## src/rtl/forwarding_bypass_unit.sv

```systemverilog
// Operand bypass network: tracks in-flight writebacks across DEPTH post-EX stages and
// resolves each ID source operand to its youngest producer, flagging load-use hazards.
module forwarding_bypass_unit #(
  parameter int DATA_W     = 32,
  parameter int REG_ADDR_W = 5,
  parameter int NUM_SRC    = 2,
  parameter int DEPTH      = 3,
  parameter int SEL_W      = $clog2(DEPTH + 2)
) (
  input  logic                         clk,
  input  logic                         rst_n,
  input  logic                         stall_in,
  input  logic                         flush,
  input  logic                         ex_wr_en,
  input  logic [REG_ADDR_W-1:0]        ex_rd,
  input  logic [DATA_W-1:0]            ex_result,
  input  logic                         ex_is_load,
  input  logic [DATA_W-1:0]            mem_load_data,
  input  logic [NUM_SRC*REG_ADDR_W-1:0] id_rs,
  input  logic [NUM_SRC*DATA_W-1:0]    rf_data,
  output logic [NUM_SRC*DATA_W-1:0]    fwd_data,
  output logic [NUM_SRC*SEL_W-1:0]     fwd_sel,
  output logic                         load_use_stall,
  output logic [15:0]                  stall_count
);

  logic                  valid_reg   [DEPTH];
  logic [REG_ADDR_W-1:0] rd_reg      [DEPTH];
  logic [DATA_W-1:0]     data_reg    [DEPTH];
  logic                  is_load_reg [DEPTH];
  logic [15:0]           stall_count_reg;
  logic [NUM_SRC-1:0]    use_hit;

  // Shift pipeline; a load in entry 0 picks up its memory data on the way to entry 1.
  always_ff @(posedge clk or negedge rst_n) begin
    if (!rst_n) begin
      for (int k = 0; k < DEPTH; k++) begin
        valid_reg[k]   <= 1'b0;
        rd_reg[k]      <= '0;
        data_reg[k]    <= '0;
        is_load_reg[k] <= 1'b0;
      end
    end else if (!stall_in) begin
      valid_reg[0]   <= ex_wr_en && (ex_rd != '0) && !flush;
      rd_reg[0]      <= ex_rd;
      data_reg[0]    <= ex_result;
      is_load_reg[0] <= ex_is_load;
      for (int k = 1; k < DEPTH; k++) begin
        valid_reg[k] <= valid_reg[k-1];
        rd_reg[k]    <= rd_reg[k-1];
        if (k == 1 && is_load_reg[0]) begin
          data_reg[k]    <= mem_load_data;
          is_load_reg[k] <= 1'b0;
        end else begin
          data_reg[k]    <= data_reg[k-1];
          is_load_reg[k] <= is_load_reg[k-1];
        end
      end
    end
  end

  for (genvar gi = 0; gi < NUM_SRC; gi++) begin : g_src
    logic [REG_ADDR_W-1:0] rs;
    logic [DATA_W-1:0]     rf_val;
    logic [SEL_W-1:0]      sel;
    logic [DATA_W-1:0]     data;

    assign rs     = id_rs[gi*REG_ADDR_W +: REG_ADDR_W];
    assign rf_val = rf_data[gi*DATA_W +: DATA_W];

    // Scan oldest to youngest so later (younger) matches override earlier ones.
    always_comb begin
      sel  = '0;
      data = rf_val;
      for (int k = DEPTH - 1; k >= 0; k--) begin
        if (valid_reg[k] && rd_reg[k] == rs) begin
          sel  = SEL_W'(k + 2);
          data = (k == 0 && is_load_reg[0]) ? mem_load_data : data_reg[k];
        end
      end
      if (ex_wr_en && !flush && ex_rd == rs) begin
        sel  = SEL_W'(1);
        data = ex_result;
      end
      if (rs == '0) begin
        sel  = '0;
        data = rf_val;
      end
    end

    assign use_hit[gi]                     = (sel == SEL_W'(1)) && ex_is_load;
    assign fwd_sel[gi*SEL_W +: SEL_W]      = sel;
    assign fwd_data[gi*DATA_W +: DATA_W]   = data;
  end

  assign load_use_stall = |use_hit;

  // Counts hazard cycles even while the pipeline is frozen; sticks at all-ones.
  always_ff @(posedge clk or negedge rst_n) begin
    if (!rst_n) begin
      stall_count_reg <= '0;
    end else if (load_use_stall && stall_count_reg != 16'hFFFF) begin
      stall_count_reg <= stall_count_reg + 16'd1;
    end
  end

  assign stall_count = stall_count_reg;

endmodule

```

## config.mk

```make
export PLATFORM = sky130hd
export DESIGN_NAME = forwarding_bypass_unit
export DESIGN_NICKNAME = d
export VERILOG_FILES = /design/src/rtl/forwarding_bypass_unit.sv
export SDC_FILE = /design/constraint.sdc
export NUM_CORES = 1
export LEC_CHECK = 0
export CAP_MARGIN = 10
export CORE_UTILIZATION = 35
export DETAILED_ROUTE_END_ITERATION = 16
export PLACE_DENSITY_LB_ADDON = 0.1
export SLEW_MARGIN = 40
export SYNTH_ARGS = -nofsm -noshare
export SYNTH_HDL_FRONTEND = slang
export SYNTH_SLANG_ARGS = --single-unit
```

## constraint.sdc

```tcl
create_clock -name clk -period 3.2 [get_ports clk]
set_input_delay 0.64 -clock clk [delete_from_list [all_inputs] [get_ports clk]]
set_output_delay 0.64 -clock clk [all_outputs]
set_load 0.05 [all_outputs]
```

==> results of run 1 <==
==> critical path: cells and delay by family <==
family | cells | cell delay, ns
buf+inv | 5 | 0.68
compound gates | 2 | 0.56
simple gates | 3 | 0.76
==> cells by family (layout without fill, tap and decap cells) <==
family	count (synthesis)	in the layout	share of synthesized area (%)
flip-flops	131	131	38.7
AND/OR/NAND/NOR	123	124	7.98
XOR/XNOR	53	53	5.48
adder cells (fa/ha/maj)	1	1	0.148
buffers and inverters	109	427	5.80
multiplexers	146	146	19.4
AO/OA/AOI/OAI	287	287	22.6
==> area by class of cell <==
cell class	count	area share [%]
clock buffers	21	3.40
clock inverters	11	1.08
inverters	29	0.786
multi-input cells	611	39.8
flip-flops and latches	131	23.7
well taps	319	2.88
repair buffers	366	28.3
==> layer usage <==
metal | vias up | global-route usage, % | routed length (um)
li1 | 3844 | - | -
met1 | 4131 | 34.2 | 13800
met2 | 334 | 41.8 | 15500
met3 | 37 | 4.87 | 2360
met4 | 0 | 7.17 | 461
met5 | - | 0 | 0
==> Yosys cell counts, drive strengths merged <==
master and number:
a21o 4, inv 29, nand2b 2, mux2 145, nor2b 2, nand3 11, o21a 1, nand2 23
nor3b 2, dfrtp 131, o21ai 118, o2111a 1, o31ai 32, mux2i 1, and2 1, nor4 5
a211oi 2, ha 1, clkbuf 49, and3 14, a21oi 59, or2 1, o211ai 1, or3b 2
or4 3, a221o 1, buf 31, nor2 42, a222oi 63, or3 1, xnor2 32, nand4b 1
o21bai 3, a31oi 1, nor3 6, nand4 7, xor2 21, a22o 1
==> worst max path at each step <==
stage | startpoint | endpoint | cells after the start
after floorplan | id_rs[0] | fwd_data[22] | 8
after global placement | id_rs[7] | fwd_data[45] | 11
after detailed placement | id_rs[7] | fwd_data[45] | 11
after CTS | id_rs[2] | fwd_data[5] | 9
after global routing | rd_reg[1] | fwd_data[32] | 9
final | id_rs[2] | fwd_data[5] | 10
==> per-stage QoR <==
step                      hold WS, ns  setup WS, ns  total power, mW  std cells  area [um2]
after global placement          0.476        -0.534             3.79       1426       12100
final                           0.180       -0.0820             6.04       1488       13800
after global routing            0.210        -0.121             6.31       1488       13800
after CTS                       0.195       -0.0955             5.98       1478       13200
after detailed placement        0.482        -0.534             3.81       1426       12100
after floorplan                 0.344        -0.387             3.10        850        8810
==> report_power, final <==
part           switching, mW  internal [mW]
sequential             0.192           1.90
combinational          0.989          0.884
clock                  0.788           1.29
total                   1.97           4.08
==> timing repair <==
item	4_1_cts	5_1_grt
cloned	4	5
resized for setup	120	146
buffers inserted	17	7
endpoints found under the setup margin	71	66
hold buffers	0	0
pin swaps	35	55
==> flow_summary.toml, run 1 <==
[job]
cap_violations = 0

[setup_path]
cp_common_cell = "buf_6"
cp_cell_sequence = "buf_8 > or4_4 > nor2_8 > buf_6 > nor3_4 > buf_6 > buf_12 > a222oi_1 > o31ai_4 > buf_6"
crit_arrival_ns = 2.64
crit_path_start_kind = "primary input"
cp-end-kind = "output port"
r2r_slack_ns = 1.34
crit_required_ns = 2.56
crit_path_max_fanout = 5
r2r-start = "stall_count[0]"
r2r_end = "stall_count[15]"
worstRegToRegCells = 7
critical_path_class = "primary input to output port"
cpPeakStageDelay_ns = 0.58
cp_slowest_cell = "or4_4"

[final_layout]
layout.nets = 1306
antenna_cells = 0
multi_input_area_um2 = 5510
num-fill-cells = 2082
final_common_cell = "clkdlybuf4s50_1"
drive_above_1_share_pct = 47.4
fin_util_pct = 58.6
syn_to_final_growth_pct = 63.3
layout_common_cells = "clkdlybuf4s50_1, mux2_2, dfrtp_1"
seq_area_um2 = 3280
largest_register_ffs = 96

[sta]
slew_headroom_pct = 60.6
drv_slew = 0
finClkSkew_ns = 0.00813
finalHoldViolCount = 0
max_freq_mhz = 305
setup_viol = 12
rsz0062_at_grt = "yes"
post-route-min-period_ns = 3.28
tightest_slew_ns = 0.591
post-route-period-util_pct = 103
worst_slack_ns = -0.0820
finalSetupTns_ns = -0.374

[cts]
clk-insertion-delay-late_ns = 0.42
htreeDepth = 4
cts_tree = "built"
clock-sinks = 131
clk_pin_slew_worst_paths_ns = 0.06
clk_path_buf_depth = 2
numCtsBuffers = 17
clockRootBuffer = "clkbuf_16"

[die]
die_h_um = 158
dieWidth_um = 158
die_area_um2 = 24900
start_util_pct = 35.9
std_cell_rows = 56
core_um2 = 23600
ios = 236

[outcome]
failed_checks = "negative setup slack"
status = "finished, violations left"

[synthesis]
synth_top_area_share_pct = 38.7
synth_cells = 850
ys_seq_area_share_pct = 38.7
yosys_warnings = 0
syn_avg_cell_area_um2 = 9.97
yosys.area.top_type = "dfrtp_1"
synth_cell_type_count = 47
synth_seq_cells = 131
synth_area_leaders = "dfrtp_1, mux2_2, a222oi_1"
synth_area_um2 = 8480
syn_nets = 1000

[grt]
antenna_found_initial = 0
grt_max_degree = 58
grt_pass1_vias = 8431
grt-ovfl-total = 0
grt_pass1_wl_mm = 47.9
grtUsageTotal_pct = 25.5

[drt]
drt_wl_total_mm = 32.2
remaining_drc_errors = 0
vias = 8346
avgRoutedWirePerCell_um = 21.6
ant_nets = 0
dr.pass1.iters = 8
viasPerCell = 5.61
drtIter0Drc = 633

[pwr]
p_leak_nw = 5.83
p_per_area_nw_per_um2 = 437
irDropWorstVdd_mv = 0.391

[placement]
dp_hpwl_mm = 20.8
portBuffers = 235
gp_routability_congestion = 0.817

[hold_path]
hp-class = "primary input to async pin"
Note: power is estimated with default switching activity, not from simulation.
==> run 2: changes to the inputs <==
Settings changed: CORE_UTILIZATION 35 to 49.
==> run 2 against run 1 <==
Against the previous run:
- the flow still finishes with violations (negative setup slack)
- final area shrank 2.6%
- combinational power shrank 3%
- count of clock-buffer cells in the layout shrank 3
- highest routed layer unchanged
- register-to-register slack gained 0.02 ns
- critical path type unchanged
- largest cell class unchanged
- setup slack gained 0.014 ns
==> flow_summary.toml, run 2 (synthesized netlist as in run 1, its figures left out) <==
[final_layout]
syn_to_final_growth_pct = 59.1
fin_area_um2 = 13500
seq_area_um2 = 3280
layout_common_cells = "clkdlybuf4s50_1, mux2_2, dfrtp_1"
layout.nets = 1292
drive_above_1_share_pct = 43.5
fin_util_pct = 80.5
num-fill-cells = 1063
final_common_cell = "clkdlybuf4s50_1"
multi_input_area_um2 = 5350
largest_register_ffs = 96
antenna_cells = 0

[die]
die_h_um = 134
ios = 236
start_util_pct = 50.6
die_area_um2 = 17800
core_um2 = 16800
std_cell_rows = 47
dieWidth_um = 134

[pwr]
p_leak_nw = 5.72
p_per_area_nw_per_um2 = 448
irDropWorstVdd_mv = 0.390
totalPowerFinal_mw = 6.05

[drt]
ant_nets = 0
dr.pass1.iters = 9
vias = 8791
viasPerCell = 6.40
remaining_drc_errors = 0
drtIter0Drc = 977
drt_wl_total_mm = 31.3
avgRoutedWirePerCell_um = 22.8

[grt]
grtUsageTotal_pct = 33.6
grt-ovfl-total = 0
grt_max_degree = 88
grt_pass1_wl_mm = 46.4
grt_pass1_vias = 8860
antenna_found_initial = 0

[cts]
hold_buffers = 0
clock-sinks = 131
clockRootBuffer = "clkbuf_16"
htreeDepth = 4
clk-insertion-delay-late_ns = 0.42
clk_path_buf_depth = 2
cts_tree = "built"
numCtsBuffers = 17
clk_pin_slew_worst_paths_ns = 0.06

[setup_path]
crit_required_ns = 2.56
critical_path_class = "primary input to output port"
cp-end-kind = "output port"
crit_path_start_kind = "primary input"
crit_path_max_fanout = 8
crit_arrival_ns = 2.63

[sta]
drv_slew = 0
slew_headroom_pct = 52.4
finClkSkew_ns = 0.00649
rsz0062_at_grt = "yes"
post-route-period-util_pct = 102
worst_slack_ns = -0.0679
finalHoldViolCount = 0
max_freq_mhz = 306
post-route-min-period_ns = 3.27
finalSetupTns_ns = -0.578
setup_viol = 25
tightest_slew_ns = 0.714

[outcome]
failed_checks = "negative setup slack"
status = "finished, violations left"

[placement]
gp_routability_congestion = 0.883
place_area_um2 = 11900
portBuffers = 235
dp_hpwl_mm = 19.1

[job]
cap_violations = 0

[hold_path]
hp-class = "primary input to async pin"
## run 2: worst max-delay path, stage by stage
cell and delay [ns]:
clkdlybuf4s15_1 0.23, buf_6 0.17, xor2_2 0.18, or3b_4 0.54, buf_16 0.21, o21ai_4 0.13
a21oi_2 0.05, o31ai_2 0.27, buf_6 0.20
## run 2: per-stage QoR
step	instances	setup slack, ns	hold WS (ns)
detailed placement	1318	-0.532	0.488
global route	1374	-0.121	0.303
floorplan	850	-0.387	0.344
finish	1374	-0.0679	0.242
global placement	1318	-0.496	0.477
CTS	1364	-0.0670	0.323
## run 2: path summary, 6_finish.rpt
path	start	to	slack, ns	cells after the start
worst max-delay path	id_rs[0]	fwd_data[29]	-0.07	9
max in group asynchronous	rst_n	data_reg[48]	2.21	2
worst min-delay path	rst_n	data_reg[95]	0.24	1
min in group clk	data_reg[93]	data_reg[93]	0.50	1
worst max register to register	stall_count[0]	stall_count[9]	1.36	7
worst min register to register	data_reg[93]	data_reg[93]	0.50	1
## run 2: report_power, final
| group | total [mW] | switching (mW) | internal (mW) | leakage (nW) |
|---|---|---|---|---|
| registers | 2.11 | 0.205 | 1.90 | 1.57 |
| clock network | 2.13 | 0.747 | 1.38 | 0.302 |
| logic | 1.81 | 0.960 | 0.855 | 3.85 |
| total | 6.05 | 1.91 | 4.13 | 5.72 |
## run 2: area by class of cell
type,count,area share (%)
inverters,29,0.807
multi-input cells,610,39.7
well taps,220,2.04
clock inverters,13,1.55
flip-flops and latches,131,24.3
clock buffers,18,3.18
repair buffers,353,28.4
## run 2: per-layer routing
| layer | part of all wire [%] | track usage (%) | vias to the layer above |
|---|---|---|---|
| met5 | 0 | 0 | - |
| met4 | 4.4 | 20.1 | 0 |
| met3 | 9.5 | 5.40 | 111 |
| met2 | 48 | 55.7 | 602 |
| met1 | 38 | 41.4 | 4252 |
| li1 | - | - | 3826 |
## run 2: what timing repair did
item	in CTS	in global routing
pin swaps	35	39
setup buffers	8	6
endpoints found under the setup margin	71	65
cloned	7	6
resized for setup	141	69
==> run 3: changes to the inputs <==
Settings changed: RECOVER_POWER set to 50.
==> run 3 against run 2 <==
Against the previous run:
- the run ends with max-capacitance violations, max-slew violations, negative setup slack left
- sequential cell count stayed put
- critical path depth did not move
- count of clock-buffer cells in the layout unchanged
- clock skew is essentially flat
- final cell count is the same
- final area shrank 0.17%
- clock power about the same
- utilization fell by 0.13 points
- combinational power barely moved
- highest routed layer unchanged
- hold slack improved by 0.26 ns
- non-clock buffer count is the same
- fmax down 0.13%
==> flow_summary.toml, run 3 (synthesized netlist as in run 1, its figures left out) <==
[outcome]
status = "finished, violations left"
failed_checks = "max-capacitance violations, max-slew violations, negative setup slack"

[final_layout]
seq_area_um2 = 3280
largest_register_ffs = 96
drive_above_1_share_pct = 43.2
final_common_cell = "clkdlybuf4s50_1"
syn_to_final_growth_pct = 58.8
num-fill-cells = 1067
layout.nets = 1292
multi_input_area_um2 = 5350
layout_common_cells = "clkdlybuf4s50_1, mux2_2, dfrtp_1"
fin_area_um2 = 13500
antenna_cells = 0

[drt]
vias = 8801
drtIter0Drc = 967
viasPerCell = 6.41
dr.pass1.iters = 6
avgRoutedWirePerCell_um = 22.8
ant_nets = 0
drt_wl_total_mm = 31.4
remaining_drc_errors = 0

[setup_path]
r2r-start = "stall_count[0]"
worstRegToRegCells = 7
crit_required_ns = 2.56
r2r_end = "stall_count[9]"
cp-end-kind = "output port"
crit_arrival_ns = 2.63
crit_start = "id_rs[0]"
r2r_slack_ns = 1.36
crit_path_max_fanout = 8
crit_path_start_kind = "primary input"
critical_path_class = "primary input to output port"

[pwr]
p_switching_mw = 1.91
totalPowerFinal_mw = 6.04
irDropWorstVdd_mv = 0.390
seqPwrFrac_pct = 34.8
switching_share_pct = 31.6
p_leak_nw = 5.71
clkPwrFrac_pct = 35.1
p_per_area_nw_per_um2 = 449
p_int_mw = 4.13
p_comb_share_pct = 30.0

[sta]
post-route-min-period_ns = 3.27
drv_slew = 126
finalSetupTns_ns = -0.646
tightest_slew_ns = 2.31
setup_viol = 25
finalHoldViolCount = 0
post-route-period-util_pct = 102
hold_slack_ns = 0.500
worst_slack_ns = -0.0723
slew_headroom_pct = -54.0
rsz0062_at_grt = "yes"
max_freq_mhz = 306
finClkSkew_ns = 0.00656

[die]
core_um2 = 16800
ios = 236
start_util_pct = 50.6
die_area_um2 = 17800
die_h_um = 134
dieWidth_um = 134
std_cell_rows = 47

[grt]
grt_max_degree = 88
grt_pass1_vias = 8860
grt_pass1_wl_mm = 46.4
antenna_found_initial = 0
grtUsageTotal_pct = 33.6
grt-ovfl-total = 0

[placement]
portBuffers = 235
dp_hpwl_mm = 19.1
place_area_um2 = 11900
gp_routability_congestion = 0.883

[cts]
clockRootBuffer = "clkbuf_16"
clk_path_buf_depth = 2
clock-sinks = 131
hold_buffers = 0
numCtsBuffers = 17
htreeDepth = 4
clk-insertion-delay-late_ns = 0.41
clk_pin_slew_worst_paths_ns = 0.06
cts_tree = "built"

[hold_path]
hold_end = "data_reg[93]"
hp-class = "flop to flop"
worstHoldStart = "data_reg[93]"
holdPathStages = 1

[job]
cap_violations = 2
==> run 3: cell count changes in the layout (fill, tap and decap cells not counted) <==
cell / change
clkbuf_1: +3
clkbuf_8: -1
buf_4: -4
clkbuf_2: +2
==> run 3: area by class of cell <==
cell class / count / area share (%)
flip-flops and latches: 131 / 24.4
inverters: 29 / 0.808
clock buffers: 18 / 3.19
multi-input cells: 610 / 39.7
well taps: 220 / 2.04
repair buffers: 353 / 28.3
clock inverters: 13 / 1.55
==> run 3: worst max path at each step <==
stage	end	slack, ns	cells after the start
after floorplan	fwd_data[22]	-0.39	8
after global placement	fwd_data[30]	-0.50	10
after detailed placement	fwd_data[18]	-0.53	10
after CTS	fwd_data[18]	-0.07	10
after global routing	fwd_data[29]	-0.12	8
final	fwd_data[29]	-0.07	9
==> run 3: what timing repair did <==
action | in CTS | in global routing
gates resized for setup | 141 | 69
cloned | 7 | 6
pin swaps | 35 | 39
endpoints found under the setup margin | 71 | 65
setup buffers | 8 | 6
==> run 3: power by group through the flow <==
stage               combinational, mW  sequential, mW  clock [mW]
floorplan                        1.02            2.09           0
global placement                 1.63            2.10           0
detailed placement               1.65            2.11           0
CTS                              1.74            2.09        2.14
global route                     1.91            2.14        2.22
finish                           1.81            2.11        2.12
==> run 3: worst max-delay path, cell delays in order <==
cell and delay [ns]:
clkdlybuf4s15_1 0.23, buf_6 0.17, xor2_2 0.18, or3b_4 0.55
buf_16 0.21, o21ai_4 0.13, a21oi_2 0.05, o31ai_2 0.28
buf_6 0.20
==> run 3: metrics by stage <==
stage                     std cells  worst slack (ns)  util (%)
after detailed placement       1318            -0.532      70.7
final                          1374           -0.0723      80.4
after CTS                      1364           -0.0670      78.2
after floorplan                 850            -0.387         -
after global routing           1374            -0.121      80.4
after global placement         1318            -0.496      70.7
==> run 3: layer usage <==
metal / up-vias / GRT usage [%] / part of all wire, %
li1: 3824 / - / -
met1: 4247 / 41.4 / 37
met2: 603 / 55.7 / 48
met3: 127 / 5.40 / 11
met4: 0 / 20.1 / 4.7
met5: - / 0 / 0
